### src/rtl/keypad_pkg.sv
// -----------------------------------------------------------------------------
// keypad_pkg
// Shared definitions for the 4x4 keypad scanner:
//   - state_t      : scanner states (SCAN, DEBOUNCE, HELD, RELEASE)
//   - KEY_ENTER    : keyCode for '#'
//   - KEY_CLEAR    : keyCode for '*'
//   - KEY_NONE     : keyCode for no key, and for keys A-D
//   - REPEAT_DLY   : sample periods before the first auto-repeat
//   - REPEAT_RATE  : sample periods between later auto-repeats
//   - key_map()    : {row,col} -> keyCode lookup
// -----------------------------------------------------------------------------
`timescale 1ns/1ps

package keypad_pkg;

    typedef enum logic [1:0] {
        SCAN     = 2'd0,
        DEBOUNCE = 2'd1,
        HELD     = 2'd2,
        RELEASE  = 2'd3
    } state_t;

    localparam logic [4:0] KEY_ENTER = 5'b00100;
    localparam logic [4:0] KEY_CLEAR = 5'b01100;
    localparam logic [4:0] KEY_NONE  = 5'b00000;

    localparam int REPEAT_DLY  = 16;
    localparam int REPEAT_RATE = 4;

    // Layout (row r, column c):
    //   r0: 1 2 3 A
    //   r1: 4 5 6 B
    //   r2: 7 8 9 C
    //   r3: * 0 # D
    // Digits encode as {1, value}; A-D map to KEY_NONE so they never report.
    function automatic logic [4:0] key_map(input logic [1:0] r, input logic [1:0] c);
        logic [4:0] code;
        code = KEY_NONE;
        case ({r, c})
            4'h0:    code = 5'b10001;   // 1
            4'h1:    code = 5'b10010;   // 2
            4'h2:    code = 5'b10011;   // 3
            4'h4:    code = 5'b10100;   // 4
            4'h5:    code = 5'b10101;   // 5
            4'h6:    code = 5'b10110;   // 6
            4'h8:    code = 5'b10111;   // 7
            4'h9:    code = 5'b11000;   // 8
            4'hA:    code = 5'b11001;   // 9
            4'hC:    code = KEY_CLEAR;  // *
            4'hD:    code = 5'b10000;   // 0
            4'hE:    code = KEY_ENTER;  // #
            default: code = KEY_NONE;   // A, B, C, D
        endcase
        return code;
    endfunction

endpackage

### src/rtl/key_debounce.sv
// -----------------------------------------------------------------------------
// key_debounce
// Counts consecutive qualifying samples and pulses o_done on the sample that
// completes a run of COUNT. A non-qualifying sample or i_restart clears the run.
//   clock      : rising-edge clock
//   reset      : synchronous, active-high
//   i_strobe   : one-cycle sample strobe
//   i_level    : 1 when the current sample qualifies
//   i_restart  : clears the run (used while the other phase owns the key)
//   o_done     : combinational pulse on the completing sample
// -----------------------------------------------------------------------------
`timescale 1ns/1ps

module key_debounce #(
    parameter int COUNT = 3
) (
    input  logic clock,
    input  logic reset,
    input  logic i_strobe,
    input  logic i_level,
    input  logic i_restart,
    output logic o_done
);

    localparam int CNT_W = $clog2(COUNT + 1);

    logic [CNT_W-1:0] r_cnt;

    assign o_done = i_strobe && i_level && (r_cnt == CNT_W'(COUNT - 1));

    always_ff @(posedge clock) begin
        if (reset || i_restart) begin
            r_cnt <= '0;
        end else if (i_strobe) begin
            // A finished run starts over so the next phase counts from zero.
            if (!i_level || o_done) r_cnt <= '0;
            else                    r_cnt <= r_cnt + CNT_W'(1);
        end
    end

endmodule

### src/rtl/keypad_scan.sv
// -----------------------------------------------------------------------------
// keypad_scan
// 4x4 matrix keypad scanner with press/release debounce.
//   clock   : rising-edge clock
//   reset   : synchronous, active-high
//   row     : keypad rows, active-low, asynchronous
//   col     : column drive, active-low, one-hot-low
//   newKey  : one-cycle pulse per accepted key (digits, '#', '*')
//   keyCode : {isDigit, value}; valid with newKey and while the key is held
// Parameters: SCAN_DIV (cycles per column, >= 2), DEBOUNCE_CNT (>= 1).
// Optional macro KEYPAD_REPEAT_EN enables auto-repeat of held digit keys.
// -----------------------------------------------------------------------------
`timescale 1ns/1ps

module keypad_scan
    import keypad_pkg::*;
#(
    parameter int SCAN_DIV     = 8,
    parameter int DEBOUNCE_CNT = 3
) (
    input  logic       clock,
    input  logic       reset,
    input  logic [3:0] row,
    output logic [3:0] col,
    output logic       newKey,
    output logic [4:0] keyCode
);

    localparam int DIV_W = $clog2(SCAN_DIV);

    logic [3:0]       r_row_meta;
    logic [3:0]       r_row_sync;
    logic [DIV_W-1:0] r_div_cnt;
    logic [1:0]       r_col_idx;
    logic [1:0]       r_cand_row;
    logic             r_new_key;
    logic [4:0]       r_key_code;
    state_t           r_state;

    state_t     w_state_next;
    logic       w_sample;
    logic       w_any_low;
    logic [1:0] w_low_row;
    logic       w_match;
    logic       w_cand_low;
    logic       w_press_phase;
    logic       w_press_done;
    logic       w_release_done;
    logic       w_advance;
    logic       w_latch;
    logic       w_accept;
    logic       w_clear_code;
    logic       w_repeat;
    logic [4:0] w_code;

    // Rows are sampled on the last cycle of each column period.
    assign w_sample  = (r_div_cnt == DIV_W'(SCAN_DIV - 1));
    assign w_any_low = ~&r_row_sync;

    // Lowest-indexed low row wins.
    always_comb begin
        w_low_row = 2'd0;
        for (int i = 3; i >= 0; i--) begin
            if (!r_row_sync[i]) w_low_row = 2'(i);
        end
    end

    assign w_match       = w_any_low && (w_low_row == r_cand_row);
    assign w_cand_low    = ~r_row_sync[r_cand_row];
    assign w_press_phase = (r_state == SCAN) || (r_state == DEBOUNCE);

    // The column index is frozen from detection onward, so it is the candidate
    // column; in SCAN the candidate row is not latched yet.
    assign w_code = key_map((r_state == SCAN) ? w_low_row : r_cand_row, r_col_idx);

    key_debounce #(.COUNT(DEBOUNCE_CNT)) u_press_db (
        .clock     (clock),
        .reset     (reset),
        .i_strobe  (w_sample && w_press_phase),
        .i_level   ((r_state == SCAN) ? w_any_low : w_match),
        .i_restart (!w_press_phase),
        .o_done    (w_press_done)
    );

    key_debounce #(.COUNT(DEBOUNCE_CNT)) u_release_db (
        .clock     (clock),
        .reset     (reset),
        .i_strobe  (w_sample && !w_press_phase),
        .i_level   (!w_cand_low),
        .i_restart (w_press_phase),
        .o_done    (w_release_done)
    );

    always_ff @(posedge clock) begin
        if (reset) r_state <= SCAN;
        else       r_state <= w_state_next;
    end

    always_comb begin
        // NOTE: every signal driven here gets a default first, so no path can
        // leave one unassigned and infer a latch.
        w_state_next = r_state;
        w_advance    = 1'b0;
        w_latch      = 1'b0;
        w_accept     = 1'b0;
        w_clear_code = 1'b0;
        case (r_state)
            SCAN: begin
                if (w_sample) begin
                    if (w_any_low) begin
                        w_latch      = 1'b1;
                        w_accept     = w_press_done;
                        w_state_next = w_press_done ? HELD : DEBOUNCE;
                    end else begin
                        w_advance = 1'b1;
                    end
                end
            end
            DEBOUNCE: begin
                if (w_sample) begin
                    if (!w_match) begin
                        w_advance    = 1'b1;
                        w_state_next = SCAN;
                    end else if (w_press_done) begin
                        w_accept     = 1'b1;
                        w_state_next = HELD;
                    end
                end
            end
            HELD: begin
                if (w_sample && !w_cand_low) begin
                    if (w_release_done) begin
                        w_advance    = 1'b1;
                        w_clear_code = 1'b1;
                        w_state_next = SCAN;
                    end else begin
                        w_state_next = RELEASE;
                    end
                end
            end
            RELEASE: begin
                if (w_sample) begin
                    if (w_cand_low) begin
                        w_state_next = HELD;
                    end else if (w_release_done) begin
                        w_advance    = 1'b1;
                        w_clear_code = 1'b1;
                        w_state_next = SCAN;
                    end
                end
            end
            default: w_state_next = SCAN;
        endcase
    end

`ifdef KEYPAD_REPEAT_EN
    localparam int REP_W = $clog2(REPEAT_DLY);

    logic [REP_W-1:0] r_rep_cnt;
    logic             r_rep_armed;
    logic             w_rep_tick;

    // Only digits repeat; counting runs on samples where the key is still down.
    assign w_rep_tick = (r_state == HELD) && w_sample && w_cand_low && r_key_code[4];
    assign w_repeat   = w_rep_tick &&
                        (r_rep_cnt == (r_rep_armed ? REP_W'(REPEAT_RATE - 1)
                                                   : REP_W'(REPEAT_DLY - 1)));

    always_ff @(posedge clock) begin
        if (reset || w_accept) begin
            r_rep_cnt   <= '0;
            r_rep_armed <= 1'b0;
        end else if (w_rep_tick) begin
            if (w_repeat) begin
                r_rep_cnt   <= '0;
                r_rep_armed <= 1'b1;
            end else begin
                r_rep_cnt <= r_rep_cnt + REP_W'(1);
            end
        end
    end
`else
    assign w_repeat = 1'b0;
`endif

    always_ff @(posedge clock) begin
        // NOTE: registers take non-blocking assignments so every flop samples
        // the pre-edge value of every other flop, independent of block order.
        if (reset) begin
            r_row_meta <= 4'hF;
            r_row_sync <= 4'hF;
            r_div_cnt  <= '0;
            r_col_idx  <= 2'd0;
            r_cand_row <= 2'd0;
            r_new_key  <= 1'b0;
            r_key_code <= KEY_NONE;
        end else begin
            r_row_meta <= row;
            r_row_sync <= r_row_meta;
            r_div_cnt  <= w_sample ? '0 : r_div_cnt + DIV_W'(1);
            if (w_advance) r_col_idx  <= r_col_idx + 2'd1;
            if (w_latch)   r_cand_row <= w_low_row;
            r_new_key <= (w_accept && (w_code != KEY_NONE)) || w_repeat;
            if (w_accept)          r_key_code <= w_code;
            else if (w_clear_code) r_key_code <= KEY_NONE;
        end
    end

    assign col     = ~(4'b0001 << r_col_idx);
    assign newKey  = r_new_key;
    assign keyCode = r_key_code;

endmodule

### config.mk
export PLATFORM = sky130hd
export DESIGN_NAME = keypad_scan
export DESIGN_NICKNAME = d
export VERILOG_FILES = /design/src/rtl/keypad_pkg.sv /design/src/rtl/key_debounce.sv /design/src/rtl/keypad_scan.sv
export SDC_FILE = /design/constraint.sdc
export NUM_CORES = 1
export LEC_CHECK = 0
export CAP_MARGIN = 20
export CORE_MARGIN = 3
export CORE_UTILIZATION = 29
export DETAILED_ROUTE_END_ITERATION = 8
export SLEW_MARGIN = 0
export SYNTH_ARGS = -nofsm -noshare
export SYNTH_HDL_FRONTEND = slang
export SYNTH_HIERARCHICAL = 1
export SYNTH_SLANG_ARGS = --single-unit
### constraint.sdc
create_clock -name clock -period 5.95 [get_ports clock]
set_input_delay 0.8925 -clock clock [delete_from_list [all_inputs] [get_ports clock]]
set_output_delay 0.8925 -clock clock [all_outputs]
set_load 0.1 [all_outputs]
==> flow_summary_export.csv, run 1 <==
group,metric,value,unit
synth,synth_cell_types,49,
grt,grtUsageTotal,11.3,%
die,dieArea,6200,um^2
finish,drive_gt1_share,14.2,%
synth,syn-cell-area,1540,um^2
finish,final_cells,243,
timing,skew,5.96,ps
grt,grt_pass1_wl,5750,um
power,seqPwrFrac,59.3,%
setup_path,endpoint_kind,"primary output",
clock_tree,clk_latency,270,ps
synth,seq_area_frac_synth,35.2,%
finish,postLayoutCellArea,1760,um^2
finish,final_nets,192,
setup_path,worstPathMaxFanout,5,
synth,syn_avg_cell_area,9.25,um^2
synth,synth_area_leaders,"dfxtp_1 (35%), ha_1 (7.3%), or2_2 (3.3%), inv_1 (3.2%), a211oi_1 (2.9%)",
power,power_density,180,nW/um^2
timing,period_needed,3150,ps
timing,setup_slack,2800,ps
synth,async_flop_share,0,%
setup_path,crit_buf_inv,3,
timing,relSlewSlack,35.1,%
synth,synth_top_area_cell,"dfxtp_1",
clock_tree,cts_setup_buffers,0,
power,comb_power_share,7.9,%
grt,antenna_found_initial,0,
die,core,4910,um^2
grt,grt_max_degree,26,
timing,grt_setup_unrepaired,"no",
clock_tree,cts_tree,"done",
synth,synth_commonest_cells,"dfxtp_1 (27), inv_1 (13), nand2_1 (12), ha_1 (9), nor2_1 (9)",
clock_tree,cts_resized,0,
clock_tree,cts.hold.buffers_added,0,
finish,antenna_cells,0,
routing,dr.pass1.iters,4,
clock_tree,cts_made_buffers,3,
setup_path,crit_top_cell,"inv_1",
setup_path,cp.required,5060,ps
clock_tree,clk_pin_slew,90,ps
timing,maxClockFrequency,317,MHz
routing,viasPerCell,5.04,
timing,setup-tns-final,0,ps
timing,setup_violations,0,
finish,utilization,35.8,%
finish,areaGrowthSynthToFinish,14.7,%
clock_tree,root_buffer,"clkbuf_8",
synth,synth-seq-cells,27,
run,cap_viol_max_count,0,
place,place_congestion,0.807,
setup_path,slowest_delay,1130,ps
setup_path,cp_cell_sequence,"inv_1 > ha_1 > inv_1 > clkdlybuf4s50_1",
power,swShare,23.2,%
place,dp_cells,239,
clock_tree,cts_htree_levels,1,
die,die_h,78.8,um
power,report.power.total,0.317,mW
routing,final_antenna_net_count,0,
synth,synth-edff-count,0,
timing,hold_viol_final,0,
die,core.rowCount,25,
finish,fill_cells,517,
timing,tightest_slew,971,ps
synth,yosysWarningCount,6,
die,start_util,31.3,%
setup_path,worstSetupPathType,"reg2out",
power,power_frac_clock,32.8,%
die,pin_count,16,
place,port_buffers,15,
synth,ys.flop_type,"dfxtp_1",
synth,synth_top_area_share,35.2,%
timing,hold_slack,414,ps
grt,grt_pass1_vias,1222,
routing,vias,1224,
timing,fin_crit_sh,53.0,%
synth,synth_nets,181,
die,die_w,78.8,um
grt,grt-ovfl-total,0,
run_status,status,"finished clean",
place,place_area,1720,um^2
timing,maxSlewViolCount,0,
power,irDropWorstVdd,0.0964,mV
clock_tree,cts.sink_count,27,
place,post-place-ws,3110,ps
setup_path,path_delay_family,"buffers and inverters",
worst_hold_path,hold_class,"reg2reg",
power,p_sw,0.0737,mW
routing,drc,0,
synth,synth.most_common_cell,"dfxtp_1",
synth,syn_inst,166,
clock_tree,cts_buffer_depth,2,
routing,drtIter0Drc,35,
setup_path,worstSetupStartpointType,"flop",
routing,drt_wl_total,3210,um
routing,wire_per_inst,13.2,um
setup_path,arrival,2260,ps
place,post-dp-hpwl,2370,um
power,power.internal,0.244,mW
setup_path,worst_path_max_delay_cell,"clkdlybuf4s50_1",
power,p_leak,0.676,nW
-- final timing paths --
| check | start | to | slack (ps) | cells after the start |
|---|---|---|---|---|
| worst max-delay path | r_col_idx[0] | col[0] | 2800 | 4 |
| worst min-delay path | r_row_meta[1] | r_row_sync[1] | 410 | 1 |
| worst max register to register | r_div_cnt[0] | keyCode[4] | 3280 | 8 |
| worst min register to register | r_row_meta[1] | r_row_sync[1] | 410 | 1 |
-- logic make-up (layout without fill, tap and decap cells) --
| kind of cell | after synthesis | count (layout) | share of synthesized area [%] |
|---|---|---|---|
| DFF | 27 | 27 | 35.2 |
| and+or+nand+nor | 58 | 58 | 23.1 |
| buffers and inverters | 23 | 33 | 6.93 |
| adders and majority gates | 9 | 9 | 7.34 |
| muxes | 5 | 5 | 4.40 |
| AOI/OAI and AO/OA | 44 | 44 | 23.0 |
-- power groups by stage --
stage	clock, mW	combinational (mW)	sequential (mW)
5_1_grt	0.117	0.0282	0.189
2_1_floorplan	0	0.0190	0.191
6_report	0.104	0.0249	0.188
4_1_cts	0.107	0.0251	0.188
3_5_place_dp	0	0.0250	0.192
3_3_place_gp	0	0.0247	0.192
-- registers in the layout (all words and copies together) (netlist names) --
| signal | cells |
|---|---|
| u_release_db/r_cnt | 2 |
| u_press_db/r_cnt | 2 |
| keyCode | 5 |
| r_row_meta | 4 |
| r_state | 2 |
| newKey | 1 |
| r_div_cnt | 3 |
| r_row_sync | 4 |
| r_cand_row | 2 |
| r_col_idx | 2 |
-- area by class of cell --
class | count | area, um^2 | share of cell area [%]
multi-input cells | 116 | 888 | 50.5
inverters | 14 | 52.6 | 2.99
flip-flops and latches | 27 | 541 | 30.7
repair buffers | 15 | 150 | 8.53
well taps | 67 | 83.8 | 4.76
clock buffers | 4 | 45.0 | 2.56
-- layout by cell type, fill, tap and decap left out, drive strengths merged, types with 2 or more instances in the layout --
master and count:
a41o 2, o21a 2, a31oi 3, inv 14, or2 9, nor3 4, nand4bb 4, nor2 10
nand2b 4, a221oi 3, o211ai 3, clkdlybuf4s50 15, ha 9, dfxtp 27, o41ai 2, a21oi 5
clkbuf 4, nand2 12, a311oi 3, a211oi 7, nand4 3, mux2i 3, and3 5, o2111ai 2
o21ai 9
-- metal layers --
| metal | track usage, % | vias to the layer above | share of wire, % |
|---|---|---|---|
| met4 | 2.80 | 0 | 0.44 |
| li1 | - | 633 | - |
| met1 | 15.5 | 568 | 50 |
| met2 | 18.6 | 21 | 46 |
| met3 | 1.70 | 2 | 3.3 |
| met5 | 0 | - | 0 |
No activity file was read; power rests on OpenSTA's default activity.
==> run 2, diff against run 1 <==
==> constraint.sdc (replaced) <==
create_clock -name clock -period 2.58 [get_ports clock]
set_input_delay 0.387 -clock clock [delete_from_list [all_inputs] [get_ports clock]]
set_output_delay 0.387 -clock clock [all_outputs]
set_load 0.1 [all_outputs]
==> flow_summary_export.csv, run 2 (same netlist as run 1, synthesis figures left out) <==
group,metric,value,unit
clock_tree,cts_htree_levels,1,
timing,hold_viol_final,0,
timing,setup-tns-final,0,ps
timing,hold_slack,419,ps
finish,layout_commonest_cell,"dfxtp_1",
die,core.rowCount,25,
routing,vias,1277,
die,core,4910,um^2
clock_tree,cts_buffer_depth,2,
finish,drive_gt1_share,23.6,%
setup_path,endpoint_kind,"flop",
setup_path,slowest_delay,430,ps
setup_path,worstSetupPathType,"reg2reg",
setup_path,worstPathMaxFanout,7,
place,post-place-ws,236,ps
clock_tree,cts.sink_count,27,
setup_path,reg2reg_slack,210,ps
finish,largest_reg_flops,5,
finish,antenna_cells,0,
timing,maxSlewViolCount,0,
grt,grt_pass1_vias,1180,
worst_hold_path,hold_class,"reg2reg",
run,cap_viol_max_count,0,
routing,drt_wl_total,3410,um
die,start_util,31.3,%
run_status,status,"finished clean",
timing,grt_setup_unrepaired,"no",
grt,antenna_found_initial,0,
timing,tightest_slew,557,ps
die,die_h,78.8,um
finish,fill_cells,509,
place,port_buffers,15,
clock_tree,cts_tree,"done",
clock_tree,cts_setup_buffers,0,
routing,drc,0,
finish,final_cell_mix,"dfxtp_1 (26), buf_4 (16), inv_1 (13), nand2_1 (12)",
setup_path,worstSetupStartpointType,"flop",
setup_path,cp_cell_sequence,"and4bb_1 > a211o_1 > a21oi_2 > mux2i_1 > and3_2 > nor2_1 > nand2_1 > o21a_1 > a311oi_1",
clock_tree,clk_latency,280,ps
finish,regArea,542,um^2
finish,areaGrowthSynthToFinish,16.3,%
setup_path,cp.required,2760,ps
routing,dr.pass1.iters,4,
grt,grt-ovfl-total,0,
die,pin_count,16,
timing,setup_slack,206,ps
die,dieArea,6200,um^2
clock_tree,cts.hold.buffers_added,0,
timing,maxClockFrequency,421,MHz
grt,grt_max_degree,17,
finish,final_nets,198,
finish,multiInputGateArea,888,um^2
place,place_congestion,0.847,
timing,period_needed,2370,ps
routing,drtIter0Drc,81,
routing,viasPerCell,5.13,
timing,fin_crit_sh,92.0,%
setup_path,path_delay_family,"compound AO/OA/AOI/OAI gates",
grt,grt_pass1_wl,5780,um
clock_tree,cts_made_buffers,3,
power,report.power.total,0.746,mW
die,die_w,78.8,um
routing,final_antenna_net_count,0,
clock_tree,clk_pin_slew,100,ps
place,post-dp-hpwl,2580,um
routing,wire_per_inst,13.7,um
power,irDropWorstVdd,0.224,mV
setup_path,crit_buf_inv,0,
power,p_leak,0.717,nW
timing,skew,6.51,ps
grt,grtUsageTotal,11.5,%
setup_path,arrival,2560,ps
finish,utilization,36.4,%
timing,relSlewSlack,62.7,%
power,power_density,418,nW/um^2
setup_path,worst_path_max_delay_cell,"dfxtp_1",
clock_tree,root_buffer,"clkbuf_8",
timing,setup_violations,0,
run 2: cell types whose count changed in the layout (fill, tap and decap cells not counted), sizes merged:
cell and change:
clkbuf -1, clkinvlp +1, clkdlybuf4s50 -10, buf +16
run 2: repair_timing:
action	CTS	global route
resized for setup	0	1
endpoints found under the hold margin	0	0
endpoints found under the setup margin	0	1
run 2: power by group:
part           total [mW]  switching [mW]  internal, mW  leakage (nW)
Combinational      0.0580          0.0326        0.0254         0.476
Clock               0.254           0.144         0.110        0.0217
Sequential          0.434         0.00741         0.427         0.220
Total               0.746           0.184         0.562         0.717
run 2: area by class of cell:
class | count | area share [%]
clock buffer | 3 | 2.31
clock inverter | 1 | 0.420
inverter | 14 | 2.94
multi-input combinational | 116 | 49.8
sequential | 27 | 30.3
tap | 67 | 4.70
timing repair buffer | 21 | 9.53
run 2: worst register-to-register path, delay by kind of cell (launching register included):
kind            cells  cell delay, ps
simple gates        4             710
compound gates      4             980
flops               1             430
mux                 1             150
run 2: path summary, 6_finish.rpt:
kind	startpoint	end	depth (start not counted)
setup / recovery	r_row_sync[2]	r_state[1]	9
hold / removal	r_row_meta[0]	r_row_sync[0]	1
setup reg to reg	r_row_sync[2]	r_state[1]	9
hold reg to reg	r_row_meta[0]	r_row_sync[0]	1
run 2: per-stage QoR:
step | cells | cell area, um^2
after detailed placement | 245 | 1740
after floorplan | 166 | 1540
after CTS | 249 | 1780
after global placement | 245 | 1740
after global routing | 249 | 1790
final | 249 | 1790
run 2: metal layers:
metal  global-route usage, %  wire, um  up-vias
li1                        -         -      638
met1                    16.4      1690      603
met2                    17.8      1560       29
met3                    1.70       111        7
met4                    3.67        53        0
met5                       0         0        -
==> run 3, diff against run 2 <==
--- a/config.mk
+++ b/config.mk
@@ -5,7 +5,6 @@
 export SDC_FILE = /design/constraint.sdc
 export NUM_CORES = 1
 export LEC_CHECK = 0
-export CAP_MARGIN = 20
 export CORE_MARGIN = 3
 export CORE_UTILIZATION = 29
 export DETAILED_ROUTE_END_ITERATION = 8
==> results of run 3 <==
Same layout as run 2: the final DEF is identical, and so are final timing and power.
